**config.mk**
```make
export PLATFORM = sky130hd
export DESIGN_NAME = blackjack_round_ctrl
export DESIGN_NICKNAME = d
export VERILOG_FILES = /design/src/rtl/blackjack_round_ctrl.sv
export SDC_FILE = /design/constraint.sdc
export NUM_CORES = 1
export LEC_CHECK = 0
export CORE_MARGIN = 1
export CORE_UTILIZATION = 50
export DETAILED_ROUTE_END_ITERATION = 6
export GPL_TIMING_DRIVEN = 0
export PLACE_DENSITY = 0.74
export SLEW_MARGIN = 20
export SYNTH_ARGS = -nofsm -noshare
export SYNTH_HDL_FRONTEND = slang
export SYNTH_SLANG_ARGS = --single-unit
```
**constraint.sdc**
```tcl
create_clock -name clk -period 4.75 [get_ports clk]
set_clock_uncertainty 0.05 [all_clocks]
set_input_delay 0.95 -clock clk [delete_from_list [all_inputs] [get_ports clk]]
set_output_delay 0.95 -clock clk [all_outputs]
set_load 0.005 [all_outputs]
```
**src/rtl/blackjack_round_ctrl.sv**
```systemverilog
`default_nettype none
// ============================================================================
//  Module      : blackjack_round_ctrl
//  Description : Single-round blackjack sequencer. Requests cards from the
//                card generator, tracks player and dealer hands with soft-ace
//                totals, runs the player hit/stand phase and the dealer
//                draw-to-threshold phase, then reports the round outcome.
//  Config      : BJ_DOUBLE_EN - when defined, enables the double-down action.
//  Revision    : 1.0 - initial release
// ============================================================================
module blackjack_round_ctrl #(
    parameter int DEALER_STAND = 17,
    parameter int BJ_TOTAL     = 21
) (
    input  logic       clk,
    input  logic       reset,
    input  logic       start,
    input  logic       hit,
    input  logic       stand,
    input  logic       dbl,
    input  logic [3:0] card1_in,
    input  logic [3:0] card2_in,
    output logic       card_on,
    output logic [4:0] player_total,
    output logic [4:0] dealer_total,
    output logic       busy,
    output logic       done,
    output logic [1:0] result,
    output logic       blackjack,
    output logic       doubled
);

    typedef enum logic [3:0] {
        S_IDLE    = 4'd0,
        S_P_REQ   = 4'd1,
        S_P_WAIT  = 4'd2,
        S_D_REQ   = 4'd3,
        S_D_WAIT  = 4'd4,
        S_PLAYER  = 4'd5,
        S_H_REQ   = 4'd6,
        S_H_WAIT  = 4'd7,
        S_DEALER  = 4'd8,
        S_DH_REQ  = 4'd9,
        S_DH_WAIT = 4'd10,
        S_RESOLVE = 4'd11,
        S_DONE    = 4'd12
    } state_t;

    localparam logic [1:0] RES_PLAYER = 2'b01;
    localparam logic [1:0] RES_DEALER = 2'b10;
    localparam logic [1:0] RES_PUSH   = 2'b11;
    localparam logic [4:0] LIM_BJ     = 5'(BJ_TOTAL);
    localparam logic [4:0] LIM_STAND  = 5'(DEALER_STAND);

    // Defensive clamp: the generator never returns more than 10.
    function automatic logic [3:0] clamp_card(input logic [3:0] c);
        return (c > 4'd10) ? 4'd10 : c;
    endfunction

    // Hard total accumulation, saturating at 31.
    function automatic logic [4:0] add_sat(input logic [4:0] h, input logic [3:0] c);
        logic [5:0] s;
        s = {1'b0, h} + {2'b00, c};
        return (s > 6'd31) ? 5'd31 : s[4:0];
    endfunction

    // Best total: count one ace as 11 when that does not bust the hand.
    function automatic logic [4:0] best_of(input logic [4:0] h, input logic a);
        logic [5:0] s;
        s = {1'b0, h} + 6'd10;
        return (a && (s <= {1'b0, LIM_BJ})) ? s[4:0] : h;
    endfunction

    state_t     state_q, state_d;
    logic [4:0] p_hard_q, p_hard_d;
    logic       p_ace_q, p_ace_d;
    logic [1:0] p_cnt_q, p_cnt_d;
    logic [4:0] d_hard_q, d_hard_d;
    logic       d_ace_q, d_ace_d;
    logic [3:0] d_up_q, d_up_d;
    logic [1:0] result_q, result_d;
    logic       bj_q, bj_d;
    logic       dbl_q, dbl_d;

    logic [3:0] card1_c, card2_c;
    logic [4:0] p_best, d_best, up_best, hit_hard, hit_best;
    logic       hit_ace, reveal;

    assign card1_c  = clamp_card(card1_in);
    assign card2_c  = clamp_card(card2_in);
    assign p_best   = best_of(p_hard_q, p_ace_q);
    assign d_best   = best_of(d_hard_q, d_ace_q);
    assign up_best  = best_of({1'b0, d_up_q}, d_up_q == 4'd1);
    assign hit_hard = add_sat(p_hard_q, card1_c);
    assign hit_ace  = p_ace_q | (card1_c == 4'd1);
    assign hit_best = best_of(hit_hard, hit_ace);

    // Round sequencing, hand updates and state-decoded outputs.
    always_comb begin
        state_d  = state_q;
        p_hard_d = p_hard_q;
        p_ace_d  = p_ace_q;
        p_cnt_d  = p_cnt_q;
        d_hard_d = d_hard_q;
        d_ace_d  = d_ace_q;
        d_up_d   = d_up_q;
        result_d = result_q;
        bj_d     = bj_q;
        dbl_d    = dbl_q;
        card_on  = 1'b0;
        busy     = (state_q != S_IDLE) && (state_q != S_DONE);
        done     = (state_q == S_DONE);
        reveal   = 1'b0;

        case (state_q)
            S_IDLE, S_DONE: begin
                if (start) begin
                    state_d  = S_P_REQ;
                    p_hard_d = 5'd0;
                    p_ace_d  = 1'b0;
                    p_cnt_d  = 2'd0;
                    d_hard_d = 5'd0;
                    d_ace_d  = 1'b0;
                    d_up_d   = 4'd0;
                    result_d = 2'b00;
                    bj_d     = 1'b0;
                    dbl_d    = 1'b0;
                end
                reveal = (state_q == S_DONE);
            end
            S_P_REQ: begin
                card_on = ~reset;
                state_d = S_P_WAIT;
            end
            S_P_WAIT: begin
                if ((card1_c != 4'd0) && (card2_c != 4'd0)) begin
                    p_hard_d = {1'b0, card1_c} + {1'b0, card2_c};
                    p_ace_d  = (card1_c == 4'd1) || (card2_c == 4'd1);
                    p_cnt_d  = 2'd2;
                    state_d  = S_D_REQ;
                end else begin
                    state_d = S_P_REQ;
                end
            end
            S_D_REQ: begin
                card_on = ~reset;
                state_d = S_D_WAIT;
            end
            S_D_WAIT: begin
                if ((card1_c != 4'd0) && (card2_c != 4'd0)) begin
                    d_up_d   = card1_c;
                    d_hard_d = {1'b0, card1_c} + {1'b0, card2_c};
                    d_ace_d  = (card1_c == 4'd1) || (card2_c == 4'd1);
                    if (p_best == LIM_BJ) begin
                        bj_d    = 1'b1;
                        state_d = S_RESOLVE;
                    end else begin
                        state_d = S_PLAYER;
                    end
                end else begin
                    state_d = S_D_REQ;
                end
            end
            S_PLAYER: begin
                // Stand outranks double, which outranks hit.
                if (stand) begin
                    state_d = S_DEALER;
                end
`ifdef BJ_DOUBLE_EN
                else if (dbl && (p_cnt_q == 2'd2)) begin
                    dbl_d   = 1'b1;
                    state_d = S_H_REQ;
                end
`endif
                else if (hit) begin
                    state_d = S_H_REQ;
                end
            end
            S_H_REQ: begin
                card_on = ~reset;
                state_d = S_H_WAIT;
            end
            S_H_WAIT: begin
                if (card1_c != 4'd0) begin
                    p_hard_d = hit_hard;
                    p_ace_d  = hit_ace;
                    p_cnt_d  = (p_cnt_q == 2'd3) ? 2'd3 : p_cnt_q + 2'd1;
                    if (hit_hard > LIM_BJ) begin
                        state_d = S_RESOLVE;
                    end else if (dbl_q || (hit_best == LIM_BJ)) begin
                        state_d = S_DEALER;
                    end else begin
                        state_d = S_PLAYER;
                    end
                end else begin
                    state_d = S_H_REQ;
                end
            end
            S_DEALER: begin
                reveal = 1'b1;
                // A soft total at the threshold stands.
                if ((d_hard_q > LIM_BJ) || (d_best >= LIM_STAND)) begin
                    state_d = S_RESOLVE;
                end else begin
                    state_d = S_DH_REQ;
                end
            end
            S_DH_REQ: begin
                reveal  = 1'b1;
                card_on = ~reset;
                state_d = S_DH_WAIT;
            end
            S_DH_WAIT: begin
                reveal = 1'b1;
                if (card1_c != 4'd0) begin
                    d_hard_d = add_sat(d_hard_q, card1_c);
                    d_ace_d  = d_ace_q | (card1_c == 4'd1);
                    state_d  = S_DEALER;
                end else begin
                    state_d = S_DH_REQ;
                end
            end
            S_RESOLVE: begin
                reveal = 1'b1;
                if (p_hard_q > LIM_BJ) begin
                    result_d = RES_DEALER;
                end else if (bj_q) begin
                    // Only the dealt two cards exist here, so 21 is a natural.
                    result_d = (d_best == LIM_BJ) ? RES_PUSH : RES_PLAYER;
                end else if (d_hard_q > LIM_BJ) begin
                    result_d = RES_PLAYER;
                end else if (p_best > d_best) begin
                    result_d = RES_PLAYER;
                end else if (p_best < d_best) begin
                    result_d = RES_DEALER;
                end else begin
                    result_d = RES_PUSH;
                end
                state_d = S_DONE;
            end
            default: begin
                state_d = S_IDLE;
            end
        endcase
    end

    // State and hand registers with synchronous reset.
    always_ff @(posedge clk) begin
        if (reset) begin
            state_q  <= S_IDLE;
            p_hard_q <= 5'd0;
            p_ace_q  <= 1'b0;
            p_cnt_q  <= 2'd0;
            d_hard_q <= 5'd0;
            d_ace_q  <= 1'b0;
            d_up_q   <= 4'd0;
            result_q <= 2'b00;
            bj_q     <= 1'b0;
            dbl_q    <= 1'b0;
        end else begin
            state_q  <= state_d;
            p_hard_q <= p_hard_d;
            p_ace_q  <= p_ace_d;
            p_cnt_q  <= p_cnt_d;
            d_hard_q <= d_hard_d;
            d_ace_q  <= d_ace_d;
            d_up_q   <= d_up_d;
            result_q <= result_d;
            bj_q     <= bj_d;
            dbl_q    <= dbl_d;
        end
    end

    assign player_total = p_best;
    assign dealer_total = reveal ? d_best : up_best;
    assign result       = result_q;
    assign blackjack    = bj_q;

`ifdef BJ_DOUBLE_EN
    assign doubled = dbl_q;
`else
    // Without double-down the request input has no effect.
    assign doubled = 1'b0 & dbl;
`endif

endmodule
`default_nettype wire

```
==> results by group <==
Status
  – Outcome: finished clean

Floorplanning
  – Rows: 26
  – DIE WIDTH: 76.7 um
  – Die Y: 76.7 um
  – Core ar.: approximately 5200 um^2
  – I/O Pins: 31
  – Die area: 5890 um^2
  – Initial core utilization: 53.3%

Timing
  – Hold Slack: 0.437 ns
  – Final Hold Viols: 0
  – Minimum clock period: 4.39 ns
  – RSZ-0062 raised after global routing: false
  – Fin crit share: 92.4%
  – Fmax: 0.228 GHz
  – Slew at the pin closest to its max-slew limit: 0.739 ns
  – Slew Viols, Final: 0
  – Slew Limit Headroom: 50.3%
  – Final setup viols: 0

Logic synthesis
  – Top cells by area, synth: dfxtp_1 (16%), ha_1 (12%), nor2_1 (6.7%)
  – Synthesized area per cell: 7.42 um^2
  – Post-synth EDFFs: 0
  – Netlist Area Pre-Place: 2790 um^2
  – Synth warn: 0
  – Main synth FF type: dfxtp_1
  – Most frequent cells after synthesis: nor2_1 (50), a21oi_1 (29), ha_1 (27), dfxtp_1 (23), inv_1 (23)
  – Synth Instances: about 380
  – Part of the Yosys area used for sequential elements: 16.5%
  – #FFs+latches synth: 23
  – Most common cell in the netlist: nor2_1
  – Async S/R FF share, synth: 0%
  – Share of the synthesized area in the top cell type: 16.5%
  – Post-synthesis net count: 420
  – Yosys cell types: 68
  – Dominant cell type by area after synthesis: dfxtp_1

Clock tree
  – Clk sinks: 23
  – Clock-pin slew on the worst setup and hold paths: 0.08 ns
  – Buffer depth of the longest clock path: 2
  – Root Driver: clkbuf_8
  – CTS tree: built
  – Htree depth: 1
  – Number of buffers created by CTS: 3
  – Later-pin clock latency in the skew report: 0.26 ns
  – Post-cts resize count: 0
  – Post-CTS Setup Bufs: 0
  – Post-CTS Hold Fix Bufs: 0

Worst setup path
  – Reg2reg setup slack: 1.31 ns
  – WP data arrival: 4.53 ns
  – Worst path max stage delay: 0.54 ns
  – CP required: 4.89 ns
  – Type of origin of the critical path: input port
  – CP cell instances: clkdlybuf4s50_1 > o21ai_0 > and2_1 > ha_1 > inv_1 > fa_1 > xor2_1 > xnor2_1 > inv_1 > nand3_1 > ha_1 > a21oi_1 > a31o_2 > a21oi_1 > o21ai_0 > a41oi_1
  – Crit. Startpoint: card1_in[2]
  – Reg-to-reg endpoint: result[0]
  – Kind of critical path: in2reg
  – CP Capture Point: state_q[1]
  – CP top delay family: compound AO/OA/AOI/OAI gates
  – Critical-path top delay cell: clkdlybuf4s50_1
  – Crit. End Element: flip-flop
  – Number of cells on the critical path: 16
  – R2r worst-path depth: 13
  – Reg2reg start: d_hard_q[1]
  – Critical Path Fanout Max: 7
  – Buffers and inverters on the worst path: 3

Detailed routing
  – Vias per std cell: 5.99
  – Vias: 2864
  – Post-detailed-route count of antenna-violating nets: 0
  – Highest routed layer: met4
  – Final WL: 7.65 mm
  – WL met3: between 300 and 400 um
  – # DRC: 0
  – DR WL/cell: 16.0 um
  – Met2 wire length: 3.56 mm
  – Met1 WL: 3.63 mm
  – DR iter-0 viols: 208
  – First drt pass iteration count: 5

Min path
  – Min-Delay Path Class: reg2reg

Global route
  – Initial antenna violation count: 0
  – Gr ovfl total: 0
  – Pin count of the biggest net entering global routing: 14
  – Number of global-route vias before repair: 2614
  – First-pass GRT wire length: 12.7 mm
  – Total track usage: a little over a quarter

Pwr
  – P_leak: 1.29 nW
  – Tot Pwr: 0.000803 W
  – Worst vdd ir: 0.000119 V
  – Power Density: 250 nW/um^2

Cells and area
  – Share of cells above drive strength 1: 6.86%
  – Util after Layout: 61.3%
  – # diodes: 0
  – Fin nets: 453
  – Area Growth Syn to Fin: 14.9%

Job
  – Max-Cap Viols: 0

Place
  – Hpwl dp: 6.07 mm
  – Number of port buffers: 28
  – RePlAce Congestion: around 0.9
## sequential cells by signal, summed over array words and instances (netlist names)
| name | cells |
|---|---|
| d_hard_q | 5 |
| p_hard_q | 5 |
| d_ace_q | 1 |
| state_q | 4 |
| result | 2 |
| blackjack | 1 |
| d_up_q | 4 |
| p_ace_q | 1 |
## how the worst min path moves through the flow
| stage | endpoint | from | slack, ns | cells after the start |
|---|---|---|---|---|
| floorplan | result[0] | result[0] | 0.41 | 2 |
| global placement | result[0] | result[0] | 0.41 | 2 |
| detailed placement | result[0] | result[0] | 0.43 | 2 |
| CTS | result[0] | result[0] | 0.44 | 2 |
| global route | result[0] | result[0] | 0.47 | 2 |
| finish | result[0] | result[0] | 0.44 | 2 |
## stage by stage
| stage | setup slack [ns] | cell area, um^2 | cells | setup TNS [ns] |
|---|---|---|---|---|
| 2_1_floorplan | 1.22 | 2790 | 376 | 0 |
| 3_3_place_gp | 0.0649 | 3160 | 474 | 0 |
| 3_5_place_dp | -0.0256 | 3160 | 474 | -0.0396 |
| 4_1_cts | 0.249 | 3210 | 478 | 0 |
| 5_1_grt | 0.0213 | 3210 | 478 | 0 |
| 6_report | 0.361 | 3210 | 478 | 0 |
## layout by cell type (no fill, tap or decap), types with 8 or more instances in the layout
cell type / netlist / final
nor2_1: 50 / 50
clkbuf_1: 12 / 12
a22oi_1: 8 / 8
nor3_1: 8 / 8
a21oi_1: 29 / 29
nand3_1: 10 / 10
nand2_1: 22 / 22
xnor2_1: 8 / 8
a211oi_1: 10 / 10
dfxtp_1: 23 / 23
o21ai_0: 18 / 18
inv_1: 23 / 23
a21o_1: 10 / 10
a31oi_1: 8 / 8
clkdlybuf4s50_1: 0 / 27
ha_1: 27 / 27
## area by class of cell
type	instances	area (um^2)
sequential	23	460
clock buffer	3	41.3
fill	497	2030
tap	70	87.6
inverter	23	86.3
clock inverter	1	5.00
multi-input combinational	308	2140
buffer	22	106
timing repair buffer	28	283
## power by group
| group | internal, W | switching [W] | total [W] |
|---|---|---|---|
| registers | 0.000211 | 0.0000248 | 0.000235 |
| logic | 0.000184 | 0.000261 | 0.000445 |
| clock network | 0.0000586 | 0.0000644 | 0.000123 |
## worst register-to-register path, stage by stage (launching register included)
cell,delay (ns)
dfxtp_1,0.53
inv_1,0.22
ha_1,0.35
o21bai_1,0.27
a2111oi_4,0.14
a31oi_2,0.27
mux2i_1,0.46
ha_1,0.33
a21oi_1,0.13
nor2b_1,0.05
o21ai_0,0.21
nand3_1,0.12
nand3b_1,0.13
a21oi_1,0.07
## per-layer routing
metal,track usage (%),vias to the layer above
met4,5.00,0
li1,-,1435
met1,37.0,1328
met2,44.4,92
met5,0,-
met3,2.26,9
## cell families (layout without fill, tap and decap cells)
kind of cell,Yosys count,count (layout),share of synthesized area (%)
other cells,1,1,0.134
simple gates,138,138,26.2
mux,2,2,0.717
compound gates,120,120,29.8
fa+ha+maj,35,35,16.0
xor+xnor,12,12,3.77
flops,23,23,16.5
buf+inv,45,77,6.90
(Power assumes the default switching activity.)
